### src/rtl/uart_tx_mmio.sv
// rtl/uart_tx_mmio.sv - memory-mapped 8N1 UART transmitter with TX FIFO and drain interrupt
module uart_tx_mmio #(
    parameter logic [63:0] BASE_ADDR    = 64'h8000_0000,
    parameter int          CLKS_PER_BIT = 434,
    parameter int          FIFO_DEPTH   = 16
) (
    input  logic        clk,
    input  logic        reset,
    input  logic [63:0] bus_address,
    input  logic [63:0] bus_write_data,
    input  logic        bus_write_enable,
    input  logic        bus_read_enable,
    output logic [63:0] bus_read_data,
    input  logic        interrupt_ack,
    output logic [3:0]  interrupt_vector,
    output logic        uart_txd
);
    localparam int PW   = $clog2(FIFO_DEPTH);
    localparam int CNTW = PW + 1;
    localparam int BW   = (CLKS_PER_BIT > 1) ? $clog2(CLKS_PER_BIT) : 1;
    localparam logic [BW-1:0]   BAUD_MAX = BW'(CLKS_PER_BIT - 1);
    localparam logic [CNTW-1:0] DEPTH    = CNTW'(FIFO_DEPTH);

    typedef enum logic [1:0] {IDLE, START, DATA, STOP} state_t;

    state_t          state, state_n;
    logic [BW-1:0]   baud_cnt, baud_cnt_n;
    logic [2:0]      bit_idx, bit_idx_n;
    logic [7:0]      shifter, shifter_n;
    logic            txd_n;
    logic            pop;
    logic            frame_end;

    logic [7:0]      mem [FIFO_DEPTH];
    logic [PW-1:0]   wr_ptr, rd_ptr;
    logic [CNTW-1:0] count;

    logic            irq_en, tx_done, overflow, irq_q;
    logic            hit;
    logic [4:0]      offset;
    logic            wr_txdata, wr_status, wr_ctrl;
    logic            push, accept, drop;
    logic [63:0]     status_word, rdata_n;
    logic            unused_bits;

    assign hit       = (bus_address[63:5] == BASE_ADDR[63:5]);
    assign offset    = bus_address[4:0];
    assign wr_txdata = bus_write_enable && hit && (offset == 5'h00);
    assign wr_status = bus_write_enable && hit && (offset == 5'h08);
    assign wr_ctrl   = bus_write_enable && hit && (offset == 5'h10);
    assign unused_bits = ^bus_write_data[63:8];

    // A pop in the same cycle frees a slot, so a full FIFO can still accept.
    assign push   = wr_txdata;
    assign accept = push && ((count < DEPTH) || pop);
    assign drop   = push && !accept;

    always_comb begin
        status_word       = '0;
        status_word[0]    = (state != IDLE);
        status_word[1]    = (count == DEPTH);
        status_word[2]    = (count == '0);
        status_word[3]    = tx_done;
        status_word[4]    = overflow;
        status_word[12:8] = 5'(count);
    end

    always_comb begin
        rdata_n = '0;
        case (offset)
            5'h08:   rdata_n = status_word;
            5'h10:   rdata_n = {63'd0, irq_en};
            default: rdata_n = '0;
        endcase
    end

    always_comb begin
        state_n    = state;
        baud_cnt_n = baud_cnt;
        bit_idx_n  = bit_idx;
        shifter_n  = shifter;
        pop        = 1'b0;
        frame_end  = 1'b0;
        case (state)
            IDLE: begin
                if (count != '0) begin
                    pop        = 1'b1;
                    shifter_n  = mem[rd_ptr];
                    baud_cnt_n = BAUD_MAX;
                    state_n    = START;
                end
            end
            START: begin
                if (baud_cnt == '0) begin
                    baud_cnt_n = BAUD_MAX;
                    bit_idx_n  = 3'd0;
                    state_n    = DATA;
                end else begin
                    baud_cnt_n = baud_cnt - 1'b1;
                end
            end
            DATA: begin
                if (baud_cnt == '0) begin
                    baud_cnt_n = BAUD_MAX;
                    if (bit_idx == 3'd7) begin
                        state_n = STOP;
                    end else begin
                        bit_idx_n = bit_idx + 3'd1;
                    end
                end else begin
                    baud_cnt_n = baud_cnt - 1'b1;
                end
            end
            STOP: begin
                if (baud_cnt == '0) begin
                    baud_cnt_n = '0;
                    state_n    = IDLE;
                    frame_end  = 1'b1;
                end else begin
                    baud_cnt_n = baud_cnt - 1'b1;
                end
            end
            default: state_n = IDLE;
        endcase

        // Line level follows the state being entered so uart_txd is a clean flop output.
        case (state_n)
            START:   txd_n = 1'b0;
            DATA:    txd_n = shifter_n[bit_idx_n];
            default: txd_n = 1'b1;
        endcase
    end

    always_ff @(posedge clk) begin
        if (!reset) begin
            state    <= IDLE;
            baud_cnt <= '0;
            bit_idx  <= '0;
            shifter  <= '0;
            uart_txd <= 1'b1;
        end else begin
            state    <= state_n;
            baud_cnt <= baud_cnt_n;
            bit_idx  <= bit_idx_n;
            shifter  <= shifter_n;
            uart_txd <= txd_n;
        end
    end

    always_ff @(posedge clk) begin
        if (accept) begin
            mem[wr_ptr] <= bus_write_data[7:0];
        end
    end

    always_ff @(posedge clk) begin
        if (!reset) begin
            wr_ptr        <= '0;
            rd_ptr        <= '0;
            count         <= '0;
            overflow      <= 1'b0;
            tx_done       <= 1'b0;
            irq_en        <= 1'b0;
            irq_q         <= 1'b0;
            bus_read_data <= '0;
        end else begin
            if (accept) begin
                wr_ptr <= wr_ptr + 1'b1;
            end
            if (pop) begin
                rd_ptr <= rd_ptr + 1'b1;
            end
            case ({accept, pop})
                2'b10:   count <= count + 1'b1;
                2'b01:   count <= count - 1'b1;
                default: count <= count;
            endcase

            if (drop) begin
                overflow <= 1'b1;
            end else if (wr_status && bus_write_data[4]) begin
                overflow <= 1'b0;
            end

            // Burst is drained only if nothing new arrives as the last stop bit ends.
            if (frame_end && (count == '0) && !push) begin
                tx_done <= 1'b1;
            end else if ((wr_status && bus_write_data[3]) || interrupt_ack) begin
                tx_done <= 1'b0;
            end

            if (wr_ctrl) begin
                irq_en <= bus_write_data[0];
            end
            irq_q <= irq_en && tx_done;

            if (bus_read_enable && hit) begin
                bus_read_data <= rdata_n;
            end
        end
    end

    assign interrupt_vector = {3'b000, irq_q};
endmodule

### config.mk
export PLATFORM = sky130hd
export DESIGN_NAME = uart_tx_mmio
export DESIGN_NICKNAME = d
export VERILOG_FILES = /design/src/rtl/uart_tx_mmio.sv
export SDC_FILE = /design/constraint.sdc
export NUM_CORES = 1
export LEC_CHECK = 0
export BUFFER_PORTS_ARGS = -buffer_cell sky130_fd_sc_hd__buf_2
export CORE_ASPECT_RATIO = 0.7
export CORE_UTILIZATION = 52
export CTS_BUF_LIST = sky130_fd_sc_hd__clkbuf_4 sky130_fd_sc_hd__clkbuf_8
export DETAILED_ROUTE_END_ITERATION = 8
export PLACE_DENSITY = 0.89
export SLEW_MARGIN = 20
export SYNTH_ARGS = -nofsm -noshare
export SYNTH_HDL_FRONTEND = slang
export SYNTH_SLANG_ARGS = --single-unit
export TNS_END_PERCENT = 10
### constraint.sdc
create_clock -name clk -period 4.1 [get_ports clk]
set_input_delay 0.41 -clock clk [delete_from_list [all_inputs] [get_ports clk]]
set_output_delay 0.41 -clock clk [all_outputs]
set_load 0.01 [all_outputs]
==> metrics <==
Worst-Skew Late Latency=460 ps; critical path class=primary input to flip-flop; Avg Inst Size Synth=13.34 um2; Die Y=107.5 um; Vias=5231; Cell Area, Synth=8272 um2; clock share of power=37.6%; Die ar.=16420 um2; Die Span X=152.7 um; xor and xnor area share after synthesis=1.165%; failing checks=DRC; Post-CTS Setup Inserts=0; CP cell instances=buf_2, nor4_1, nand3_1, nor4_1, and4_1, inv_1, ha_1, xor2_1, ha_1, o21ai_0, a21oi_1, a21oi_1, xor2_1, or3_1, a21boi_0; VDD IR max=338.1 uV; switching portion of total power=21.25%; Final setup viols=0; vias in the first global route=4664; Routed Antenna Nets=0; largest net degree at the start of global routing=48; first-pass GRT wire length=25600 um; setup ws final=836.1 ps; f_max=306.4 MHz; Min Clock Period, post-route=3264 ps; Yosys top cell area share=46.47%; Site Rows=38; CP arrival=3640 ps; Crit-path slowest cell=nor4_1; Hold/Removal Path Class=primary input to flip-flop; clk buf depth=2; routability cong.=0.8133; WHS Path Cells=3; CTS buffer count=17; Ys Warns=0; Initial Utilization=53.37%; nature of the critical path endpoint=flip-flop; Switch Pwr=700.7 uW; largest family of logic cells by synthesized area=simple AND/OR/NAND/NOR gates; CTS root buf=clkbuf_8; top-count cell post-synth=edfxtp_1; Final TNS setup=0 ps; Worst slew margin=36.68%; CTS hold repair buffers=0; startpoint types=primary input; mean routed wirelength per cell=17.72 um; Final Slew Violations=0; total grt overflow=0; antenna violations before repair=0; Final #Nets=871; simple logic cell fraction of the synthesized area=11.83%; Post-synth ARST share=0%; area leader, netlist=edfxtp_1; ys flop type=edfxtp_1; CTS clk-pin slew, worst paths=90 ps; mux cell area share after synthesis=10.06%; final hold vios=0; Setup Skew=11.30 ps; Ant. Diodes=0; EDFF count, synth=128; final worst path period share=79.61%; Worst Tran Pin Value=948.5 ps; static leakage=3.306 nW; adder-cell area share of the yosys netlist=2.420%; pre-CTS setup slack=432.3 ps; RSZ-0062 raised after global routing=false; synth unique cells=62; top cells by area, synth=edfxtp_1 46%, dfxtp_1 13%, mux4_2 8.7%; drt total wl=16570 um; Reg power frac=59.4%; # DRC=5; r2r worst-path depth=15; Internal=2.597 mW; Yosys reg bits=182; post-route design area=9204 um2; critical path depth=15; post-detail-place hpwl=11550 um; Port Buffers=88; maxcap violations=0; layout cells sized above 1=24.90%; status=finished, violations left; CP Data Required Time=4480 ps; area delta synth->final=11.27%; Via-to-Cell Ratio=5.595; Gate power share=2.9%; Pre-antenna DRT Iters=7; sequential-to-total area share from yosys stat=59.54%; Post-Syn Instances=620; Iter 0 DRT Violations=661; I/O Pins=202; PD cells=358.3 nW/um2; post-CTS resize count=0; overall routing resource usage=20.95%; max incr delay on CP=460 ps; CTS tree=yes; crit-path leading delay family=simple AND/OR/NAND/NOR gates; post-synthesis compound-gate area fraction=7.639%; synth cell count leaders=128 x edfxtp_1, 59 x buf_4, 54 x dfxtp_1; CP Buf/Inv Count=2; maximum fanout along the worst path=9; H-tree depth=4; clock sink total=182; core region area=15500 um2; Area after DPL=8793 um2
-- layout make-up --
cell class | instances | area, um2
Inverter | 16 | 60.06
Fill cell | 1177 | 6296
Timing Repair Buffer | 110 | 605.6
Clock inverter | 15 | 176.4
Multi-Input combinational cell | 395 | 2953
Sequential cell | 182 | 4925
Tap cell | 200 | 250.2
Clock buffer | 17 | 234.0
-- cells in the final DEF, fill, tap and decap left out, drive strengths merged, types with 13 or more instances in the layout --
cell / count
a21boi: 19
a21oi: 16
and2: 18
buf: 110
clkbuf: 17
conb: 57
dfxtp: 54
edfxtp: 128
ha: 16
inv: 19
mux4: 32
nand2: 43
nand4: 14
nor2: 25
nor2b: 15
nor3: 13
nor4: 19
o21ai: 15
-- cell families after synthesis --
logic type | Yosys count
AO/OA/AOI/OAI | 90
XOR/XNOR | 11
adder cells (fa/ha/maj) | 16
buffers and inverters | 99
flip-flops | 182
multiplexers | 43
other | 1
AND/OR/NAND/NOR | 178
-- routing by layer --
layer / up-vias / share of wire [%] / routed length (um) / GRT usage [%]
met4: 0 / 0.68 / 112 / 5.772
met2: 206 / 46 / 7611 / 30.14
met1: 2586 / 46 / 7701 / 31.89
met5: - / 0 / 0 / 0
met3: 10 / 6.9 / 1140 / 4.670
li1: 2429 / - / - / -
-- metrics by stage --
| stage | power, mW | hold slack, ps | util (%) | cells |
|---|---|---|---|---|
| after global routing | 3.402 | 206.3 | 59.38 | 935 |
| after CTS | 3.316 | 185.6 | 59.38 | 935 |
| final | 3.298 | 211.6 | 59.38 | 935 |
| after global placement | 2.095 | 452.4 | 56.73 | 903 |
| after floorplan | 2.080 | 444.5 | - | 676 |
| after detailed placement | 2.098 | 455.6 | 56.73 | 903 |
-- worst min-delay path: stages --
cell	delay [ps]
buf_2	80
a211o_1	80
a21boi_0	60
-- flip-flops by register name (all words and copies together) (netlist names), named ones only --
register       flops
bus_read_data     10
mem              128
count              5
overflow           1
irq_q              1
state              2
bit_idx            3
uart_txd           1
irq_en             1
tx_done            1
shifter            8
wr_ptr             4
rd_ptr             4
baud_cnt           9
-- power groups by stage --
| stage | combinational (mW) | sequential (mW) | clock, mW |
|---|---|---|---|
| detailed placement | 0.0954 | 2.00 | 0 |
| finish | 0.0970 | 1.96 | 1.24 |
| floorplan | 0.0767 | 2.00 | 0 |
| CTS | 0.0958 | 1.96 | 1.26 |
| global route | 0.105 | 1.96 | 1.34 |
| global placement | 0.0927 | 2.00 | 0 |
-- final timing paths --
kind / slack, ps / from / to
worst min register to register: 460 / bus_read_data[4]$_SDFFE_PN0P_ / bus_read_data[4]$_SDFFE_PN0P_
worst max-delay path: 840 / bus_address[39] / count[4]$_SDFFE_PN0P_
worst max register to register: 870 / state[0]$_SDFF_PN0_ / count[4]$_SDFFE_PN0P_
worst min-delay path: 210 / interrupt_ack / tx_done$_SDFFE_PN0P_
(Power assumes the default switching activity.)
